[src/rtl/dev_tx_cmd_pkg.sv]
// dev_tx_cmd_pkg: shared FSM encodings and command word layout for the TX/RX command readers.
package dev_tx_cmd_pkg;
    typedef enum logic [4:0] {
        S_IDLE = 5'b00001,
        S_W1   = 5'b00010,
        S_CALC = 5'b00100,
        S_REQ  = 5'b01000,
        S_DONE = 5'b10000
    } state_e;
    localparam int TAG_MSB = 29;
    localparam int TAG_LSB = 26;
    localparam int PAGE_DW = 1024;
endpackage

[src/rtl/dev_tx_seg_calc.sv]
// dev_tx_seg_calc: segment length = min(remaining, max payload, DWs left in the 4 KB page).
module dev_tx_seg_calc
    import dev_tx_cmd_pkg::*;
#(
    parameter int P_MAX_PAYLOAD_DW = 32,
    parameter int P_LEN_WIDTH      = 12
) (
    input  logic [9:0]             addr_lo_i,
    input  logic [P_LEN_WIDTH-1:0] rem_i,
    output logic [10:0]            seg_o
);
    localparam int W = P_LEN_WIDTH > 11 ? P_LEN_WIDTH : 11;
    typedef logic [W-1:0] cmp_t;
    cmp_t page_left, max_pl, rem_w, m0, m1;
    always_comb begin
        page_left = cmp_t'(11'(PAGE_DW) - {1'b0, addr_lo_i});
        max_pl    = cmp_t'(P_MAX_PAYLOAD_DW);
        rem_w     = cmp_t'(rem_i);
        m0        = rem_w < max_pl ? rem_w : max_pl;
        m1        = m0 < page_left ? m0 : page_left;
        seg_o     = m1[10:0];
    end
endmodule

[src/rtl/dev_tx_cmd_reader.sv]
// dev_tx_cmd_reader: pops two-word DMA write commands and issues them as PCIe-legal segments.
module dev_tx_cmd_reader
    import dev_tx_cmd_pkg::*;
#(
    parameter int P_FIFO_DATA_WIDTH = 30,
    parameter int P_MAX_PAYLOAD_DW  = 32,
    parameter int P_LEN_WIDTH       = 12
) (
    input  logic                         pcie_user_clk,
    input  logic                         pcie_user_rst_n,
    output logic                         tx_cmd_rd_en,
    input  logic [P_FIFO_DATA_WIDTH-1:0] tx_cmd_rd_data,
    input  logic                         tx_cmd_empty_n,
    output logic                         tx_dma_req,
    input  logic                         tx_dma_req_ack,
    output logic [29:0]                  tx_dma_addr,
    output logic [10:0]                  tx_dma_len,
    output logic                         tx_cmd_done,
    output logic [3:0]                   tx_cmd_done_tag,
    output logic                         tx_cmd_err
);
    typedef logic [P_LEN_WIDTH-1:0] len_t;
    state_e      state_q, state_d;
    logic [29:0] addr_q, addr_d;
    len_t        rem_q, rem_d;
    logic [3:0]  tag_q, tag_d;
    logic [10:0] seg_q, seg_d, seg_w;
    logic        err_q, err_d, pop;
    dev_tx_seg_calc #(
        .P_MAX_PAYLOAD_DW(P_MAX_PAYLOAD_DW),
        .P_LEN_WIDTH     (P_LEN_WIDTH)
    ) u_seg (
        .addr_lo_i(addr_q[9:0]),
        .rem_i    (rem_q),
        .seg_o    (seg_w)
    );
    always_comb begin
        state_d = state_q;
        addr_d  = addr_q;
        rem_d   = rem_q;
        tag_d   = tag_q;
        seg_d   = seg_q;
        err_d   = 1'b0;
        pop     = 1'b0;
        unique case (state_q)
            S_IDLE: if (tx_cmd_empty_n) begin
                pop     = 1'b1;
                addr_d  = tx_cmd_rd_data[29:0];
                state_d = S_W1;
            end
            S_W1: if (tx_cmd_empty_n) begin
                pop     = 1'b1;
                tag_d   = tx_cmd_rd_data[TAG_MSB:TAG_LSB];
                rem_d   = tx_cmd_rd_data[P_LEN_WIDTH-1:0];
                err_d   = tx_cmd_rd_data[P_LEN_WIDTH-1:0] == '0;
                state_d = err_d ? S_IDLE : S_CALC;
            end
            S_CALC: begin
                seg_d   = seg_w;
                state_d = S_REQ;
            end
            S_REQ: if (tx_dma_req_ack) begin
                addr_d  = addr_q + 30'(seg_q);
                rem_d   = rem_q - len_t'(seg_q);
                state_d = rem_q == len_t'(seg_q) ? S_DONE : S_CALC;
            end
            S_DONE: state_d = S_IDLE;
            default: state_d = S_IDLE;
        endcase
    end
    always_ff @(posedge pcie_user_clk or negedge pcie_user_rst_n) begin
        if (!pcie_user_rst_n) begin
            state_q <= S_IDLE;
            addr_q  <= '0;
            rem_q   <= '0;
            tag_q   <= '0;
            seg_q   <= '0;
            err_q   <= 1'b0;
        end else begin
            state_q <= state_d;
            addr_q  <= addr_d;
            rem_q   <= rem_d;
            tag_q   <= tag_d;
            seg_q   <= seg_d;
            err_q   <= err_d;
        end
    end
    // Gate the pop with reset so a held reset never drains the FIFO.
    assign tx_cmd_rd_en    = pop & pcie_user_rst_n;
    assign tx_dma_req      = state_q == S_REQ;
    assign tx_dma_addr     = addr_q;
    assign tx_dma_len      = seg_q;
    assign tx_cmd_done     = state_q == S_DONE;
    assign tx_cmd_done_tag = tag_q;
    assign tx_cmd_err      = err_q;
endmodule

[config.mk]
export PLATFORM = sky130hd
export DESIGN_NAME = dev_tx_cmd_reader
export DESIGN_NICKNAME = d
export VERILOG_FILES = /design/src/rtl/dev_tx_cmd_pkg.sv /design/src/rtl/dev_tx_seg_calc.sv /design/src/rtl/dev_tx_cmd_reader.sv
export SDC_FILE = /design/constraint.sdc
export NUM_CORES = 1
export LEC_CHECK = 0
export CORE_ASPECT_RATIO = 0.5
export CORE_MARGIN = 2
export CORE_UTILIZATION = 54
export DETAILED_ROUTE_END_ITERATION = 7
export GPL_TIMING_DRIVEN = 0
export PLACE_DENSITY_LB_ADDON = 0.2
export SLEW_MARGIN = 25
export SYNTH_ARGS = -nofsm -noshare
export SYNTH_HDL_FRONTEND = slang
export SYNTH_SLANG_ARGS = --single-unit
[constraint.sdc]
create_clock -name pcie_user_clk -period 3.5 [get_ports pcie_user_clk]
set_input_delay 0.525 -clock pcie_user_clk [delete_from_list [all_inputs] [get_ports pcie_user_clk]]
set_output_delay 0.525 -clock pcie_user_clk [all_outputs]
set_load 0.02 [all_outputs]
==> results.py, run 1 <==
metrics = {
    "pwr": {
        "p_comb_frac": 0.605,
        "switchingPower_mw": 2.797,
        "power_density_nw_per_um2": 999.6,
        "p_sw_frac": 0.4647,
        "intPower_mw": 3.222,
        "share_seq_of_total_power": 0.255,
        "power.ir.vdd_worst_mv": 0.5323,
        "clkPwrFrac": 0.139,
        "p_leak_nw": 2.594,
    },
    "worst_hold_path": {
        "hp-class": "primary input to asynchronous set/reset pin",
    },
    "place": {
        "place_congestion": 0.9848,
        "portBuffers": 82,
        "dp_hpwl_um": 10650,
    },
    "synthesis": {
        "synthMuxAreaShare": 0.03037,
        "synthFlopType": "dfrtp_1",
        "ys_seq_elements": 63,
        "synth.distinct_cells": 74,
        "avgSynthCellArea_um2": 8.522,
        "ys_seq_area_frac": 0.3330,
        "synth_top_family_by_area": "simple AND/OR/NAND/NOR gates",
        "async_reset_ff_frac": 1.000,
        "ys_warn_count": 0,
        "synth-simple-area-share": 0.2379,
        "synth_compound_area_frac": 0.2200,
        "synthAdderAreaFrac": 0.09559,
        "synth_xor_area_frac": 0.03882,
        "syn_area_um2": 4738,
        "netlist_instances": 556,
        "synth_edf_count": 0,
    },
    "routing": {
        "initialDrtViolationCount": 426,
        "num_vias": 4781,
        "wire_per_inst_um": 18.07,
        "routed_wl_um": 14020,
        "drtPass1Iterations": 5,
        "drt-vias-per-instance": 6.161,
        "post-route-drc-count": 0,
        "ant_nets": 0,
    },
    "global_route": {
        "grt_pass1_vias": 4416,
        "grt_pass1_wl_um": 22200,
        "grt.overflow.total": 0,
        "grt_max_degree": 40,
        "track_usage": 0.3017,
        "antenna_found_initial": 0,
    },
    "critical_path": {
        "cp.required_ps": 3720,
        "cp_cell_sequence": "or4_4, nor4_4, nand2_1, inv_1, ha_1, a211oi_1, o21ai_0, a31o_2, a31oi_4, buf_6, nor3_1, a221o_2",
        "critPathBufInv": 2,
        "start_kind": "register",
        "path_class": "register to register",
        "arrival_ps": 3620,
        "max_stage_delay_ps": 550,
        "reg2regPathDepth": 12,
        "worst_setup_path_end_kind": "register",
        "r2r_slack_ps": 100,
        "rr_endpoint": "tx_dma_len[5]",
        "r2r-start": "rem_q[8]",
        "cp_top_family": "simple AND/OR/NAND/NOR gates",
        "cp_max_fo": 10,
        "crit_slowest_cell": "or4_4",
    },
    "cells_and_area": {
        "post-route-util": 0.6988,
        "area_growth_pct": 27.09,
        "nets": 723,
        "drive_gt1_frac": 0.07436,
        "num_antenna_cells": 0,
    },
    "floorplan": {
        "initial_core_util": 0.5498,
        "row_count": 24,
        "die_h_um": 70.24,
        "die_area_um2": 9585,
        "io_pins": 83,
        "design.core.area_um2": 8618,
        "fp.dieW_um": 136.5,
    },
    "run": {
        "maxCapViolCount": 0,
    },
    "cts": {
        "clock_latency_ps": 340,
        "htree_levels": 3,
        "clkSinkCount": 63,
        "postCtsHoldBufs": 0,
        "clockBufferDepth": 2,
        "cts_made_buffers": 9,
        "clk_pin_slew_ps": 50,
        "cts-root-buf": "clkbuf_16",
        "cts_tree": "yes",
    },
    "timing": {
        "fmax_ghz": 0.2943,
        "tightest_slew_ps": 666.8,
        "period_share": 0.9708,
        "rsz0062_at_grt": "false",
        "drv_slew": 0,
        "setup-tns-final_ps": 0,
        "setup_viol": 0,
        "fin_crit_ps": 3398,
        "relSlewSlack": 0.5555,
        "finalClockSkew_ps": 4.358,
        "hold_viol": 0,
    },
    "outcome": {
        "outcome": "finished, final reports clean",
    },
}
-- state kept, by name, indices dropped and copies added (netlist names) --
signal,cells
rem_q,12
tx_dma_len,11
tx_dma_addr,30
tx_cmd_err,1
state_q,5
tx_cmd_done_tag,4
-- worst max-delay path by stage --
stage / start / endpoint / slack (ps) / cells after the start
final: rem_q[8] / tx_dma_len[5] / 100 / 12
after global routing: rem_q[8] / tx_dma_len[5] / 0.3 / 12
after CTS: state_q[1] / tx_dma_req / 80 / 7
after detailed placement: rem_q[8] / tx_dma_len[5] / 140 / 12
after global placement: pcie_user_rst_n / tx_cmd_rd_en / -1150 / 4
after floorplan: tx_dma_addr[3] / tx_dma_len[4] / 470 / 11
-- layout by cell type (no fill, tap or decap), types with 9 or more instances in the layout --
cell type / instances
clkbuf_1: 17
dfrtp_1: 62
xor2_1: 11
nor3_1: 15
xnor2_1: 10
nand3_1: 22
and3_1: 14
ha_1: 33
inv_1: 26
clkdlybuf4s50_1: 80
o21ai_0: 32
a31oi_1: 12
nand2_1: 54
a21oi_1: 40
nor2_1: 52
clkbuf_16: 9
nand2b_1: 12
-- per-layer routing --
| metal | routed length, um | up-vias | track usage |
|---|---|---|---|
| met5 | 0 | - | 0 |
| met4 | 318 | 0 | 0.1053 |
| met3 | 1299 | 33 | 0.06463 |
| met2 | 6055 | 223 | 0.4600 |
| met1 | 6345 | 2270 | 0.4245 |
| li1 | - | 2255 | - |
-- cell families after synthesis --
group,Yosys count
XOR/XNOR,21
other,1
AND/OR/NAND/NOR,217
multiplexers,13
flip-flops,63
adder cells (fa/ha/maj),35
buffers and inverters,49
AO/OA/AOI/OAI,157
-- final cells by class --
cell class              instances  area (um2)
clock buffers                  15       267.8
flip-flops and latches         63        1578
plain buffers                  23       111.4
inverters                      26       97.59
clock inverters                 1       5.005
repair buffers                 83       840.8
fillers                       716        2596
well taps                     117       146.4
multi-input cells             448        2975
-- metrics by stage --
stage               setup slack (ps)  hold slack [ps]  std cells  power, mW  cell area [um2]
finish                         102.2            99.73        776      6.019             6022
global route                  0.2933            122.0        776      6.453             6022
CTS                            77.22            108.0        776      5.959             6011
detailed placement             144.7            463.2        760      5.099             5738
global placement               -1154            481.9        759      5.020             5720
floorplan                      471.5            229.4        560      3.921             4753
-- synth_stat cells (all sizes together), types with 8 or more instances --
cell type	instances	area share
nand2	54	0.043
clkbuf	13	0.010
nor4	9	0.015
a21oi	40	0.042
o21ai	34	0.037
inv	26	0.021
nor3	17	0.021
mux2	8	0.020
a31oi	13	0.020
xnor2	10	0.018
ha	33	0.087
and3	15	0.021
nand2b	12	0.016
buf	10	0.013
xor2	11	0.020
a211oi	8	0.014
nor2	52	0.041
dfrtp	62	0.33
nand3	22	0.023
-- power groups by stage --
stage	combinational (mW)	sequential, mW	clock [mW]
3_5_place_dp	3.57	1.53	0
2_1_floorplan	2.23	1.69	0
3_3_place_gp	3.50	1.52	0
6_report	3.64	1.54	0.837
4_1_cts	3.59	1.52	0.846
5_1_grt	3.99	1.58	0.878
-- timing repair --
item,CTS,global route
endpoints found under the setup margin,0,4
setup buffers,0,0
resized for setup,0,3
Power figures use the tool's default switching activity.
==> run 2: changes to the inputs <==
--- a/config.mk
+++ b/config.mk
@@ -5,9 +5,10 @@
 export SDC_FILE = /design/constraint.sdc
 export NUM_CORES = 1
 export LEC_CHECK = 0
+export ABC_AREA = 1
 export CORE_ASPECT_RATIO = 0.5
 export CORE_MARGIN = 2
-export CORE_UTILIZATION = 54
+export CORE_UTILIZATION = 55
 export DETAILED_ROUTE_END_ITERATION = 7
 export GPL_TIMING_DRIVEN = 0
 export PLACE_DENSITY_LB_ADDON = 0.2
==> run 2 against run 1 <==
  * Largest cell class unchanged
  * Critical endpoint is now tx_dma_len[7]
  * Hold slack worse by 55 ps
  * Highest routed layer unchanged
  * Final cell count up 29%
  * Clock skew up 1.4 ps
==> results.py, run 2 <==
metrics = {
    "cells_and_area": {
        "drive_gt1_frac": 0.06652,
        "nets": 952,
        "multi_input_area_um2": 3077,
        "final_common_cell": "nand2_1",
        "finalNonFillerCells": 1004,
        "stdcell_area_um2": 6459,
        "ff_latch_area_um2": 1578,
        "final_cell_mix": "nand2_1 (219), inv_1 (109), clkdlybuf4s50_1 (81)",
        "fill_cells": 757,
        "largest_reg_flops": 30,
        "area_growth_pct": 24.54,
        "num_antenna_cells": 0,
        "post-route-util": 0.7242,
    },
    "global_route": {
        "grt_pass1_wl_um": 26080,
        "grt.overflow.total": 0,
        "grt_max_degree": 52,
        "grt_util_met1": 0.4299,
        "track_usage": 0.3303,
        "antenna_found_initial": 0,
        "use_met3": 0.09580,
        "grtUsageMet2": 0.5421,
        "grt_pass1_vias": 5230,
        "top_usage_layer": "met2",
    },
    "floorplan": {
        "die_h_um": 72.67,
        "design.core.area_um2": 8919,
        "die_area_um2": 10270,
        "io_pins": 83,
        "row_count": 24,
        "initial_core_util": 0.5815,
        "fp.dieW_um": 141.3,
    },
    "timing": {
        "rsz0062_at_grt": "false",
        "period_share": 0.8573,
        "setup-tns-final_ps": 0,
        "hold_viol": 0,
        "relSlewSlack": 0.4282,
        "finalClockSkew_ps": 5.755,
        "drv_slew": 0,
        "tightest_slew_ps": 845.8,
        "fmax_ghz": 0.3333,
        "setup_viol": 0,
        "fin_crit_ps": 3001,
    },
    "synthesis": {
        "synth_top_area_cell": "dfrtp_1",
        "ys_warn_count": 0,
        "synth.distinct_cells": 44,
        "ys_seq_area_frac": 0.3042,
        "yosysMostFrequentCell": "nand2_1",
        "synth_area_leaders": "dfrtp_1 (30%), nand2_1 (16%), ha_1 (8.0%)",
        "synthFlopType": "dfrtp_1",
        "ys_top_cells_by_count": "nand2_1 (219), inv_1 (109), nor2_1 (79), nand3_1 (63), dfrtp_1 (62)",
        "synth_top_area_frac": 0.2992,
        "avgSynthCellArea_um2": 6.607,
        "netlist_instances": 785,
        "async_reset_ff_frac": 1.000,
        "synth_edf_count": 0,
        "syn_area_um2": 5186,
        "ys_seq_elements": 63,
    },
    "routing": {
        "num_vias": 5731,
        "ant_nets": 0,
        "routed_wl_um": 16390,
        "wire_per_inst_um": 16.32,
        "initialDrtViolationCount": 468,
        "drt-vias-per-instance": 5.708,
        "drtPass1Iterations": 5,
        "post-route-drc-count": 0,
    },
    "place": {
        "portBuffers": 82,
        "place_congestion": 0.9366,
        "dp_hpwl_um": 12610,
        "place_inst": 989,
        "place_area_um2": 6193,
    },
    "critical_path": {
        "arrival_ps": 3190,
        "start_kind": "register",
        "max_stage_delay_ps": 460,
        "cp_max_fo": 10,
        "cp.required_ps": 3690,
        "crit_slowest_cell": "dfrtp_1",
        "cp_cell_sequence": "nor3_1, nand4_1, nor2_1, nand2_1, xor2_1, ha_1, nand3_1, a21oi_1, nor3_2, nand2_1, buf_4, nand3_1, o21ai_0",
        "worst_setup_path_end_kind": "register",
        "path_class": "register to register",
        "reg2regPathDepth": 13,
        "r2r_slack_ps": 500,
    },
    "run": {
        "maxCapViolCount": 0,
    },
    "pwr": {
        "power_density_nw_per_um2": 1027,
        "p_total_mw": 6.636,
        "p_leak_nw": 3.174,
        "power.ir.vdd_worst_mv": 0.5155,
    },
    "cts": {
        "htree_levels": 3,
        "cts-resized-gates": 0,
        "cts-root-buf": "clkbuf_16",
        "clk_pin_slew_ps": 60,
        "cts_made_buffers": 9,
        "postCtsHoldBufs": 0,
        "clkSinkCount": 63,
        "post-cts-setup-buffers": 0,
        "clockBufferDepth": 2,
        "clock_latency_ps": 330,
        "cts_tree": "yes",
    },
    "worst_hold_path": {
        "hp-class": "primary input to asynchronous set/reset pin",
    },
    "outcome": {
        "outcome": "finished, final reports clean",
    },
}
-- run 2: changes by cell type in the layout (fill, tap and decap cells not counted), sizes merged, moves of 12 or more --
cell	before	now
o21ai	34	62
nand2b	12	0
nand4	3	15
and3	15	1
nand2	54	221
inv	26	115
nand3	22	63
clkbuf	29	14
nor2	52	79
-- run 2: metal layers --
layer  vias up  wire length, um
met2       284             7309
met1      2642             6982
met4         0              386
met3        46             1708
li1       2759                -
met5         -                0
-- run 2: worst max-delay path: cells and delay by family, from the launching register on --
family                     cells  cell delay (ps)
adders and majority gates      1              290
and+or+nand+nor                8             1590
AOI/OAI and AO/OA              2              150
buffers and inverters          1              190
DFF                            1              460
xor gates and xnor gates       1              160
-- run 2: logic make-up (layout without fill, tap and decap cells) --
logic type               count (synthesis)  count (layout)  share of synthesized area
AO/OA/AOI/OAI                          141             141                     0.1537
AND/OR/NAND/NOR                        405             405                     0.3368
adder cells (fa/ha/maj)                 35              35                    0.08734
flip-flops                              63              63                     0.3042
other                                    1               5                  0.0007231
buffers and inverters                  133             231                     0.1054
XOR/XNOR                                 7               7                    0.01182
-- run 2: path summary, 6_finish.rpt --
check | to | startpoint
worst max-delay path | tx_dma_len[7] | tx_dma_addr[2]
worst min-delay path | rem_q[2] | pcie_user_rst_n
worst max register to register | tx_dma_len[7] | tx_dma_addr[2]
worst min register to register | tx_cmd_done_tag[2] | tx_cmd_done_tag[2]
max in group asynchronous | state_q[0] | pcie_user_rst_n
min in group pcie_user_clk | tx_cmd_done_tag[2] | tx_cmd_done_tag[2]
-- run 2: stage by stage --
stage | hold WS [ps] | worst slack, ps
final | 44.94 | 499.5
after CTS | 46.95 | 507.5
after floorplan | 229.4 | 903.8
after detailed placement | 397.4 | 541.5
after global routing | 56.26 | 290.1
after global placement | 468.5 | -1124
-- run 2: where the power goes --
part	internal, mW	leakage (nW)	switching, mW
Sequential	1.09	0.752	0.444
Combinational	1.63	2.29	2.65
Clock	0.491	0.131	0.330
Total	3.21	3.17	3.43
-- run 2: layout make-up --
type,count,share of cell area
Clock buffer,11,0.03758
Clock inverter,4,0.003487
Multi-Input combinational cell,593,0.4764
Buffer,17,0.01608
Inverter,116,0.06858
Timing Repair Buffer,83,0.1310
Tap cell,117,0.02267
Sequential cell,63,0.2443
==> run 3: changes to the inputs <==
--- a/config.mk
+++ b/config.mk
@@ -9,8 +9,8 @@
 export CORE_ASPECT_RATIO = 0.5
 export CORE_MARGIN = 2
 export CORE_UTILIZATION = 55
+export CTS_CLUSTER_DIAMETER = 50
 export DETAILED_ROUTE_END_ITERATION = 7
-export GPL_TIMING_DRIVEN = 0
 export PLACE_DENSITY_LB_ADDON = 0.2
 export SLEW_MARGIN = 25
 export SYNTH_ARGS = -nofsm -noshare
==> run 3 against run 2 <==
  * Highest routed layer unchanged
  * Global-route usage down 1.5 points
  * Register-to-register slack worse by 220 ps
  * Sequential power about the same
  * Worst setup slack worse by 220 ps
==> results.py, run 3 (synthesis gave the netlist of run 2 again) <==
metrics = {
    "outcome": {
        "outcome": "finished, final reports clean",
    },
    "global_route": {
        "grt_max_degree": 64,
        "antenna_found_initial": 0,
        "grt_pass1_wl_um": 25210,
        "grt.overflow.total": 0,
        "track_usage": 0.3149,
        "grt_pass1_vias": 5250,
    },
    "cells_and_area": {
        "nets": 937,
        "post-route-util": 0.7183,
        "stdcell_area_um2": 6406,
        "finalNonFillerCells": 990,
        "area_growth_pct": 23.52,
        "largest_reg_flops": 30,
        "final_common_cell": "nand2_1",
        "final_cell_mix": "nand2_1 (219), inv_1 (109), clkdlybuf4s50_1 (81)",
        "num_antenna_cells": 0,
        "drive_gt1_frac": 0.05498,
    },
    "cts": {
        "htree_levels": 3,
        "clock_latency_ps": 340,
        "cts_made_buffers": 9,
        "postCtsHoldBufs": 0,
        "post-cts-setup-buffers": 0,
        "cts-resized-gates": 0,
        "clkSinkCount": 63,
        "cts-root-buf": "clkbuf_16",
        "clockBufferDepth": 2,
        "clk_pin_slew_ps": 60,
        "cts_tree": "yes",
    },
    "timing": {
        "setup_viol": 0,
        "drv_slew": 0,
        "period_share": 0.9193,
        "relSlewSlack": 0.3844,
        "setup-tns-final_ps": 0,
        "hold_viol": 0,
        "tightest_slew_ps": 910.5,
        "finalClockSkew_ps": 7.773,
        "layout_setup_ws_ps": 282.4,
        "holdWs_ps": 452.3,
        "fin_crit_ps": 3218,
        "rsz0062_at_grt": "false",
        "fmax_ghz": 0.3108,
    },
    "run": {
        "maxCapViolCount": 0,
    },
    "routing": {
        "wl_met3_um": 1116,
        "met1_length_um": 6937,
        "met2WireLength_um": 7087,
        "ant_nets": 0,
        "drt-vias-per-instance": 5.614,
        "post-route-drc-count": 0,
        "routed_wl_um": 15450,
        "dr.max_layer_used": "met4",
        "wire_per_inst_um": 15.61,
        "initialDrtViolationCount": 524,
        "drtPass1Iterations": 5,
        "num_vias": 5558,
    },
    "critical_path": {
        "worst_setup_path_end_kind": "register",
        "critical_path.startpoint": "tx_dma_addr[1]",
        "cp.required_ps": 3680,
        "path_class": "register to register",
        "arrival_ps": 3400,
        "cp_max_fo": 11,
        "r2r_slack_ps": 280,
        "r2r-start": "tx_dma_addr[1]",
        "start_kind": "register",
    },
    "floorplan": {
        "die_h_um": 72.67,
        "initial_core_util": 0.5815,
        "die_area_um2": 10270,
        "design.core.area_um2": 8919,
        "io_pins": 83,
        "row_count": 24,
        "fp.dieW_um": 141.3,
    },
    "pwr": {
        "p_leak_nw": 3.133,
        "p_total_mw": 6.677,
        "power.ir.vdd_worst_mv": 0.5452,
        "power_density_nw_per_um2": 1042,
    },
    "place": {
        "place_inst": 974,
        "dp_slack_ps": 442.1,
        "portBuffers": 82,
        "place_congestion": 0.8963,
        "place_area_um2": 6082,
        "dp_hpwl_um": 11360,
    },
    "worst_hold_path": {
        "hp-class": "primary input to asynchronous set/reset pin",
    },
}
-- run 3: report_power, final --
group	internal, mW	switching, mW	total (mW)
Sequential	1.09	0.434	1.52
Clock	0.643	0.359	1.00
Combinational	1.56	2.59	4.15
Total	3.29	3.39	6.68
-- run 3: worst paths after layout --
| check | cells after the start | endpoint |
|---|---|---|
| worst max-delay path | 12 | tx_dma_len[8] |
| worst min-delay path | 2 | rem_q[2] |
| worst max register to register | 12 | tx_dma_len[8] |
| worst min register to register | 2 | tx_cmd_done_tag[0] |
| max in group asynchronous | 2 | tx_dma_addr[17] |
| min in group pcie_user_clk | 2 | tx_cmd_done_tag[0] |
-- run 3: cell type report --
class | instances | area, um2
clock inverter | 5 | 81.33
fill | 735 | 2512
clock buffer | 11 | 242.7
timing repair buffer | 85 | 838.3
sequential | 63 | 1578
tap | 117 | 146.4
inverter | 116 | 442.9
multi-input combinational | 593 | 3077
-- run 3: routing by layer --
layer,vias up,global-route usage
met1,2574,0.4125
met3,37,0.07021
li1,2729,-
met4,0,0.09667
met5,-,0
met2,218,0.5307
-- run 3: critical path: stages (launching register included) --
cell	delay [ps]
dfrtp_1	440
nor3_1	390
nand4_1	220
o21a_1	220
nor2_1	160
inv_1	70
ha_1	310
nand3b_1	100
a21oi_1	80
nor3_2	370
nand2_1	400
nand3_1	190
o21ai_0	110
